<file path="src/rtl/conv_layer_seq_pkg.sv">
// -----------------------------------------------------------------------------
// conv_layer_seq_pkg
//   Shared definitions for the layer sequencer and the ConvUnit decode logic:
//   the 3-bit phase encoding broadcast on current_state, the default layer
//   counter width and the default per-phase watchdog limits.
// -----------------------------------------------------------------------------
package conv_layer_seq_pkg;

  // Phase encoding seen by every ConvUnit. Values are fixed; ConvUnits decode
  // these numbers directly, so do not reorder.
  typedef enum logic [2:0] {
    ST_IDLE   = 3'd0,
    ST_LOAD_W = 3'd1,
    ST_LOAD_B = 3'd2,
    ST_CONV   = 3'd3,
    ST_POOL   = 3'd4,
    ST_NEXT   = 3'd5,
    ST_DONE   = 3'd6,
    ST_ERROR  = 3'd7
  } conv_state_e;

  localparam int              LAYER_W_DEF     = 4;
  localparam int              TIMEOUT_W_DEF   = 20;
  localparam logic [19:0]     TIMEOUT_CYC_DEF = 20'hFFFFF;

  // True for the phases in which a ConvUnit is working and may signal
  // completion with state_rst.
  function automatic logic is_phase(input conv_state_e s);
    return (s == ST_LOAD_W) || (s == ST_LOAD_B) ||
           (s == ST_CONV)   || (s == ST_POOL);
  endfunction

endpackage

</file>
<file path="src/rtl/conv_phase_wdog.sv">
// -----------------------------------------------------------------------------
// conv_phase_wdog
//   Per-phase watchdog for the layer sequencer. Counts the cycles spent in an
//   active phase and flags expiry when the phase has lasted TIMEOUT_CYC cycles.
//   Also provides the "first cycle of a phase" flag used to drop stale
//   state_rst pulses that belong to the previous phase.
//
// Ports
//   clk      in  system clock
//   rstn     in  asynchronous active-low reset
//   clr      in  high during the first cycle after any state entry
//   en       in  current state is an active phase (LOAD_W..POOL)
//   expired  out phase has reached TIMEOUT_CYC cycles (combinational on regs)
//   first    out first cycle of an active phase
// -----------------------------------------------------------------------------
module conv_phase_wdog #(
  parameter int                   TIMEOUT_W   = 20,
  parameter logic [TIMEOUT_W-1:0] TIMEOUT_CYC = '1
) (
  input  logic clk,
  input  logic rstn,
  input  logic clr,
  input  logic en,
  output logic expired,
  output logic first
);

  localparam logic [TIMEOUT_W-1:0] LP_ONE  = TIMEOUT_W'(1);
  localparam logic [TIMEOUT_W-1:0] LP_LAST = TIMEOUT_CYC - LP_ONE;

  // r_cnt holds the number of completed cycles in the current phase. During
  // the entry cycle it still holds the previous phase's count, so it is
  // ignored there and restarted at 1 (the entry cycle itself).
  logic [TIMEOUT_W-1:0] r_cnt;

  // NOTE: sequential state uses non-blocking assignments so every register
  // samples the pre-edge values of the others, independent of process order.
  always_ff @(posedge clk or negedge rstn) begin
    if (!rstn) begin
      r_cnt <= '0;
    end else if (clr) begin
      r_cnt <= en ? LP_ONE : '0;
    end else if (en && !expired) begin
      r_cnt <= r_cnt + LP_ONE;
    end
  end

  // Cycle k (k >= 2) of a phase sees r_cnt == k-1, so expiry fires in cycle
  // TIMEOUT_CYC and the sequencer leaves the phase at the end of that cycle.
  assign expired = en && !clr && (r_cnt == LP_LAST);
  assign first   = en && clr;

endmodule

</file>
<file path="src/rtl/conv_layer_seq.sv">
// -----------------------------------------------------------------------------
// conv_layer_seq
//   Layer sequencer for the ConvUnit array. Walks each layer through weight
//   load, bias load, convolution and optional pooling, advancing a phase on
//   each ConvUnit state_rst ("phase complete") pulse, for num_layers+1 layers.
//
// Ports
//   clk            in   system clock
//   rstn           in   asynchronous active-low reset
//   start          in   1-cycle pulse, accepted in IDLE or ERROR
//   abort          in   level, returns to IDLE next cycle from any state
//   num_layers     in   layer count minus 1, sampled on accepted start
//   pool_en        in   pooling enable for the layer at layer_idx
//   state_rst      in   ConvUnit phase-done pulse
//   current_state  out  registered phase encoding (conv_state_e values)
//   layer_idx      out  layer currently processed
//   busy           out  high in LOAD_W..NEXT
//   done           out  1-cycle pulse while in DONE
//   err            out  sticky while in ERROR
// -----------------------------------------------------------------------------
module conv_layer_seq
  import conv_layer_seq_pkg::*;
#(
  parameter int                   LAYER_W     = LAYER_W_DEF,
  parameter int                   TIMEOUT_W   = TIMEOUT_W_DEF,
  parameter logic [TIMEOUT_W-1:0] TIMEOUT_CYC = TIMEOUT_W'(TIMEOUT_CYC_DEF)
) (
  input  logic               clk,
  input  logic               rstn,
  input  logic               start,
  input  logic               abort,
  input  logic [LAYER_W-1:0] num_layers,
  input  logic               pool_en,
  input  logic               state_rst,
  output logic [2:0]         current_state,
  output logic [LAYER_W-1:0] layer_idx,
  output logic               busy,
  output logic               done,
  output logic               err
);

  localparam logic [LAYER_W-1:0] LP_LAYER_ONE = LAYER_W'(1);

  conv_state_e        r_state;
  logic [LAYER_W-1:0] r_layer;
  logic [LAYER_W-1:0] r_num;
  logic               r_busy;
  logic               r_done;
  logic               r_err;
  logic               r_entry;   // first cycle after a state change

  logic               w_phase;
  logic               w_expired;
  logic               w_first;
  logic               w_adv;

  assign w_phase = is_phase(r_state);

  conv_phase_wdog #(
    .TIMEOUT_W   (TIMEOUT_W),
    .TIMEOUT_CYC (TIMEOUT_CYC)
  ) u_wdog (
    .clk     (clk),
    .rstn    (rstn),
    .clr     (r_entry),
    .en      (w_phase),
    .expired (w_expired),
    .first   (w_first)
  );

  // In the entry cycle the ConvUnit is still reacting to the old state, so a
  // pulse seen then is stale and is dropped outright.
  assign w_adv = state_rst && !w_first;

  always_ff @(posedge clk or negedge rstn) begin
    if (!rstn) begin
      r_state <= ST_IDLE;
      r_layer <= '0;
      r_num   <= '0;
      r_busy  <= 1'b0;
      r_done  <= 1'b0;
      r_err   <= 1'b0;
      r_entry <= 1'b0;
    end else begin
      r_done  <= 1'b0;
      r_entry <= 1'b0;

      if (abort) begin
        // Abort outranks start, phase completion and the watchdog.
        r_state <= ST_IDLE;
        r_layer <= '0;
        r_busy  <= 1'b0;
        r_err   <= 1'b0;
        r_entry <= (r_state != ST_IDLE);
      end else begin
        unique case (r_state)
          ST_IDLE, ST_ERROR: begin
            // A start from ERROR clears err and behaves as a fresh start.
            if (start) begin
              r_num   <= num_layers;
              r_layer <= '0;
              r_err   <= 1'b0;
              r_busy  <= 1'b1;
              r_state <= ST_LOAD_W;
              r_entry <= 1'b1;
            end
          end

          ST_LOAD_W, ST_LOAD_B, ST_CONV, ST_POOL: begin
            if (w_expired) begin
              r_state <= ST_ERROR;
              r_err   <= 1'b1;
              r_busy  <= 1'b0;
              r_entry <= 1'b1;
            end else if (w_adv) begin
              r_entry <= 1'b1;
              unique case (r_state)
                ST_LOAD_W: r_state <= ST_LOAD_B;
                ST_LOAD_B: r_state <= ST_CONV;
                ST_CONV:   r_state <= pool_en ? ST_POOL : ST_NEXT;
                default:   r_state <= ST_NEXT;
              endcase
            end
          end

          ST_NEXT: begin
            r_entry <= 1'b1;
            // Compare before incrementing so layer_idx never wraps, even when
            // num_layers is the all-ones maximum.
            if (r_layer == r_num) begin
              r_state <= ST_DONE;
              r_busy  <= 1'b0;
              r_done  <= 1'b1;
            end else begin
              r_layer <= r_layer + LP_LAYER_ONE;
              r_state <= ST_LOAD_W;
            end
          end

          ST_DONE: begin
            r_state <= ST_IDLE;
            r_entry <= 1'b1;
          end

          default: begin
            r_state <= ST_IDLE;
          end
        endcase
      end
    end
  end

  assign current_state = r_state;
  assign layer_idx     = r_layer;
  assign busy          = r_busy;
  assign done          = r_done;
  assign err           = r_err;

endmodule

</file>
<file path="config.mk">
export PLATFORM = sky130hd
export DESIGN_NAME = conv_layer_seq
export DESIGN_NICKNAME = d
export VERILOG_FILES = /design/src/rtl/conv_layer_seq_pkg.sv /design/src/rtl/conv_phase_wdog.sv /design/src/rtl/conv_layer_seq.sv
export SDC_FILE = /design/constraint.sdc
export NUM_CORES = 1
export LEC_CHECK = 0
export CORE_AREA = 4 4 79 59
export CTS_BUF_LIST = sky130_fd_sc_hd__clkbuf_4
export CTS_CLUSTER_SIZE = 20
export DETAILED_ROUTE_END_ITERATION = 8
export DIE_AREA = 0 0 83 63
export MAX_ROUTING_LAYER = met4
export PLACE_DENSITY = 0.87
export REMOVE_ABC_BUFFERS = 1
export SETUP_SLACK_MARGIN = 0.05
export SLEW_MARGIN = 0
export SYNTH_ARGS = -nofsm -noshare
export SYNTH_HDL_FRONTEND = slang
export SYNTH_SLANG_ARGS = --single-unit
</file>
<file path="constraint.sdc">
create_clock -name clk -period 2.2 [get_ports clk]
set_clock_uncertainty 0.05 [all_clocks]
set_input_delay 0.33 -clock clk [delete_from_list [all_inputs] [get_ports clk]]
set_output_delay 0.33 -clock clk [all_outputs]
set_load 0.01 [all_outputs]
</file>
==> flow_summary.toml, run 1 <==
[routing]
via_per_inst = 5.893
dr.pass1.iters = 6
wl_per_cell_um = 15.76
postRouteAntennaNets = 0
post-route-drc-count = 0
drtIter0Drc = 126
totalWireLength_um = 4838
vias = 1809

[final_layout]
fin_nets = 267
n_antenna_cell = 0
drive_gt1_share_pct = 15.29
final_area_um2 = 2467
area_growth_pct = 22.56
final_core_util_pct = 64.07

[power_and_ir_drop]
total_power_mw = 1.404
ir_worst_vdd_mv = 0.3407
leakagePower_nw = 1.004
cellPowerDensity_nw_per_um2 = 568.8

[synthesis]
yosysSeqAreaShare_pct = 43.51
synth-seq-cells = 35
ys.flop_type = "dfrtp_1"
syn_area_um2 = 2013
netlist_instances = 223
synth_edf_count = 0
synth.avg_cell_area_um2 = 9.028
async_flop_share_pct = 100.0
synth_cell_types = 45
ys_warn_count = 0

[setup_path]
rr_worst_depth = 6
crit_chain = "buf_4 > or3_1 > nand4_1 > or4_4 > or3_1 > a21oi_1"
cp_max_fo = 18
cp-end-kind = "register"
rr_startpoint = "current_state[0]$_DFFE_PN0P_"
cp_num_cells = 6
arrival_ns = 2.35
slowest_delay_ns = 0.49
critPathBufInv = 1
timing.rr.end = "u_wdog.r_cnt[17]$_DFFE_PN0P_"
cp_data_required_time_ns = 2.42
cp_top_family = "simple AND/OR/NAND/NOR gates"
startpoint_type = "register"
cp_slowest_cell = "or4_4"
crit_top_cell = "or3_1"
path_class = "register to register"
reg2reg_slack_ns = 0.08

[clock_tree]
cts-buffers-inserted = 5
cts_tree = "done"
clkTransAtPathRegs_ns = 0.12
cts_max_level = 2
cts.sinks = 35
root_buffer = "clkbuf_4"
clk_latency_ns = 0.35
cts_buffer_depth = 2

[global_routing]
grt_pass1_vias = 1672
grt_pass1_wl_um = 7845
antenna_found_initial = 0
track_usage_pct = 19.22
gr-total-overflow = 0
grt_max_degree = 36

[floorplanning]
die-height_um = 63
io_pins = 20
core_area_um2 = 3851
die_area_um2 = 5229
die_w_um = 83
initial_core_util_pct = 52.27
rows = 19

[placement]
postPlaceCellArea_um2 = 2347
io_buffer_count = 19
gp_congestion = 0.9091
hpwl_um = 3257

[timing]
hold_viol_final = 0
fin_crit_ns = 2.125
rsz0062_at_grt = "yes"
tightestPinTransition_ns = 0.4676
timing.fmax_mhz = 470.6
slew_headroom_pct = 68.75
slew_violations = 0
fin_crit_sh_pct = 96.58
setup_viol = 0

[worst_hold_path]
hold_class = "primary input to async pin"

[job]
drv_cap = 0

[status]
outcome = "completed"
[worst reg2reg max path, stage by stage (launching register included)]
cell and delay, ns:
dfrtp_1 0.36, buf_4 0.21, or3_1 0.23, nand4_1 0.17, or4_4 0.49, or3_1 0.36, a21oi_1 0.18
[logic make-up (layout without fill, tap and decap cells)]
family	Yosys count	count (layout)	synth area share (%)
mux	7	7	3.791
compound gates	53	53	17.03
xor+xnor	14	14	6.091
buf+inv	23	55	4.412
flops	35	35	43.51
fa+ha+maj	3	3	1.865
simple gates	88	88	23.31
[power by group]
part	switching, mW	leakage [nW]	internal (mW)
Clock	0.234	0.0426	0.234
Sequential	0.0241	0.474	0.676
Combinational	0.125	0.487	0.111
Total	0.383	1.00	1.02
[routing by layer]
metal,vias to the layer above,wire [µm],GRT usage [%]
met3,11,334,3.821
met5,-,0,-
met2,72,2122,28.00
met1,856,2294,26.37
met4,0,88,7.551
li1,870,-,-
[repair_timing]
action / in CTS / in global routing
hold buffers: 0 / 0
gates resized for setup: 2 / 5
pin swaps: 0 / 2
buffers inserted: 0 / 2
endpoints found under the setup margin: 4 / 10
[state kept, by name, summed over array words and instances (netlist names)]
register,cells
busy,1
layer_idx,4
done,1
u_wdog.r_cnt,20
r_num,4
current_state,3
r_entry,1
err,1
[cell usage in the layout (no fill, tap or decap), types with 5 or more instances in the layout]
master            n
dfrtp_1          35
nor2_1           20
clkdlybuf4s50_1  19
buf_4            19
a21oi_1          18
nand2_1          16
xnor2_1          13
o21ai_0          11
inv_1             9
nand3_1           9
or3_1             7
a211oi_1          5
mux2_2            5
clkbuf_4          5
[per-stage QoR]
step,setup slack (ns),setup TNS [ns],hold slack [ns],instances
after floorplan,-0.9567,-19.01,-0.01559,209
final,0.07513,0,0.3164,307
after detailed placement,0.05556,0,0.4539,297
after CTS,0.03259,0,0.3312,305
after global placement,0.1349,0,0.4235,297
after global routing,0.01461,0,0.3605,307
[cell usage after synthesis (3+ instances only)]
library cell	number	share of area, %
nand2_1	16	3.0
nand2b_1	4	1.2
nor2_1	20	3.7
mux2_2	5	2.8
clkbuf_1	12	2.2
nand3_1	10	2.5
xnor2_1	13	5.7
nor4_1	3	0.93
dfrtp_1	35	44
a21oi_1	18	4.5
o21ai_0	12	3.0
a211oi_1	6	2.2
nand4_1	4	1.2
ha_1	3	1.9
and3_1	3	0.93
a211o_1	3	1.3
or3_1	8	2.5
nor3_1	3	0.75
or4_1	5	1.9
o31ai_1	4	1.5
inv_1	9	1.7
[how the worst max path moves through the flow]
stage / to / startpoint / slack, ns
floorplan: current_state[2]$_DFFE_PN0P_ / r_entry$_DFF_PN0_ / -0.96
CTS: u_wdog.r_cnt[18]$_DFFE_PN0P_ / u_wdog.r_cnt[0]$_DFFE_PN0P_ / 0.03
detailed placement: current_state[2]$_DFFE_PN0P_ / u_wdog.r_cnt[0]$_DFFE_PN0P_ / 0.06
global route: current_state[2]$_DFFE_PN0P_ / u_wdog.r_cnt[0]$_DFFE_PN0P_ / 0.01
global placement: r_entry$_DFF_PN0_ / u_wdog.r_cnt[0]$_DFFE_PN0P_ / 0.13
finish: u_wdog.r_cnt[17]$_DFFE_PN0P_ / current_state[0]$_DFFE_PN0P_ / 0.08
[area by class of cell]
class                      count  area (µm²)
multi-input combinational    165        1084
inverter                       9       33.78
timing repair buffer          38       332.8
tap                           52       65.06
fill                         314        1384
clock inverter                 3       38.79
sequential                    35       875.8
clock buffer                   5       37.54
Note: power is estimated with default switching activity, not from simulation.
==> run 2: changes to the inputs <==
Settings changed: CTS_CLUSTER_SIZE 20 to unset.
==> results of run 2 <==
Final layout, timing and power as in run 1 (identical DEF).
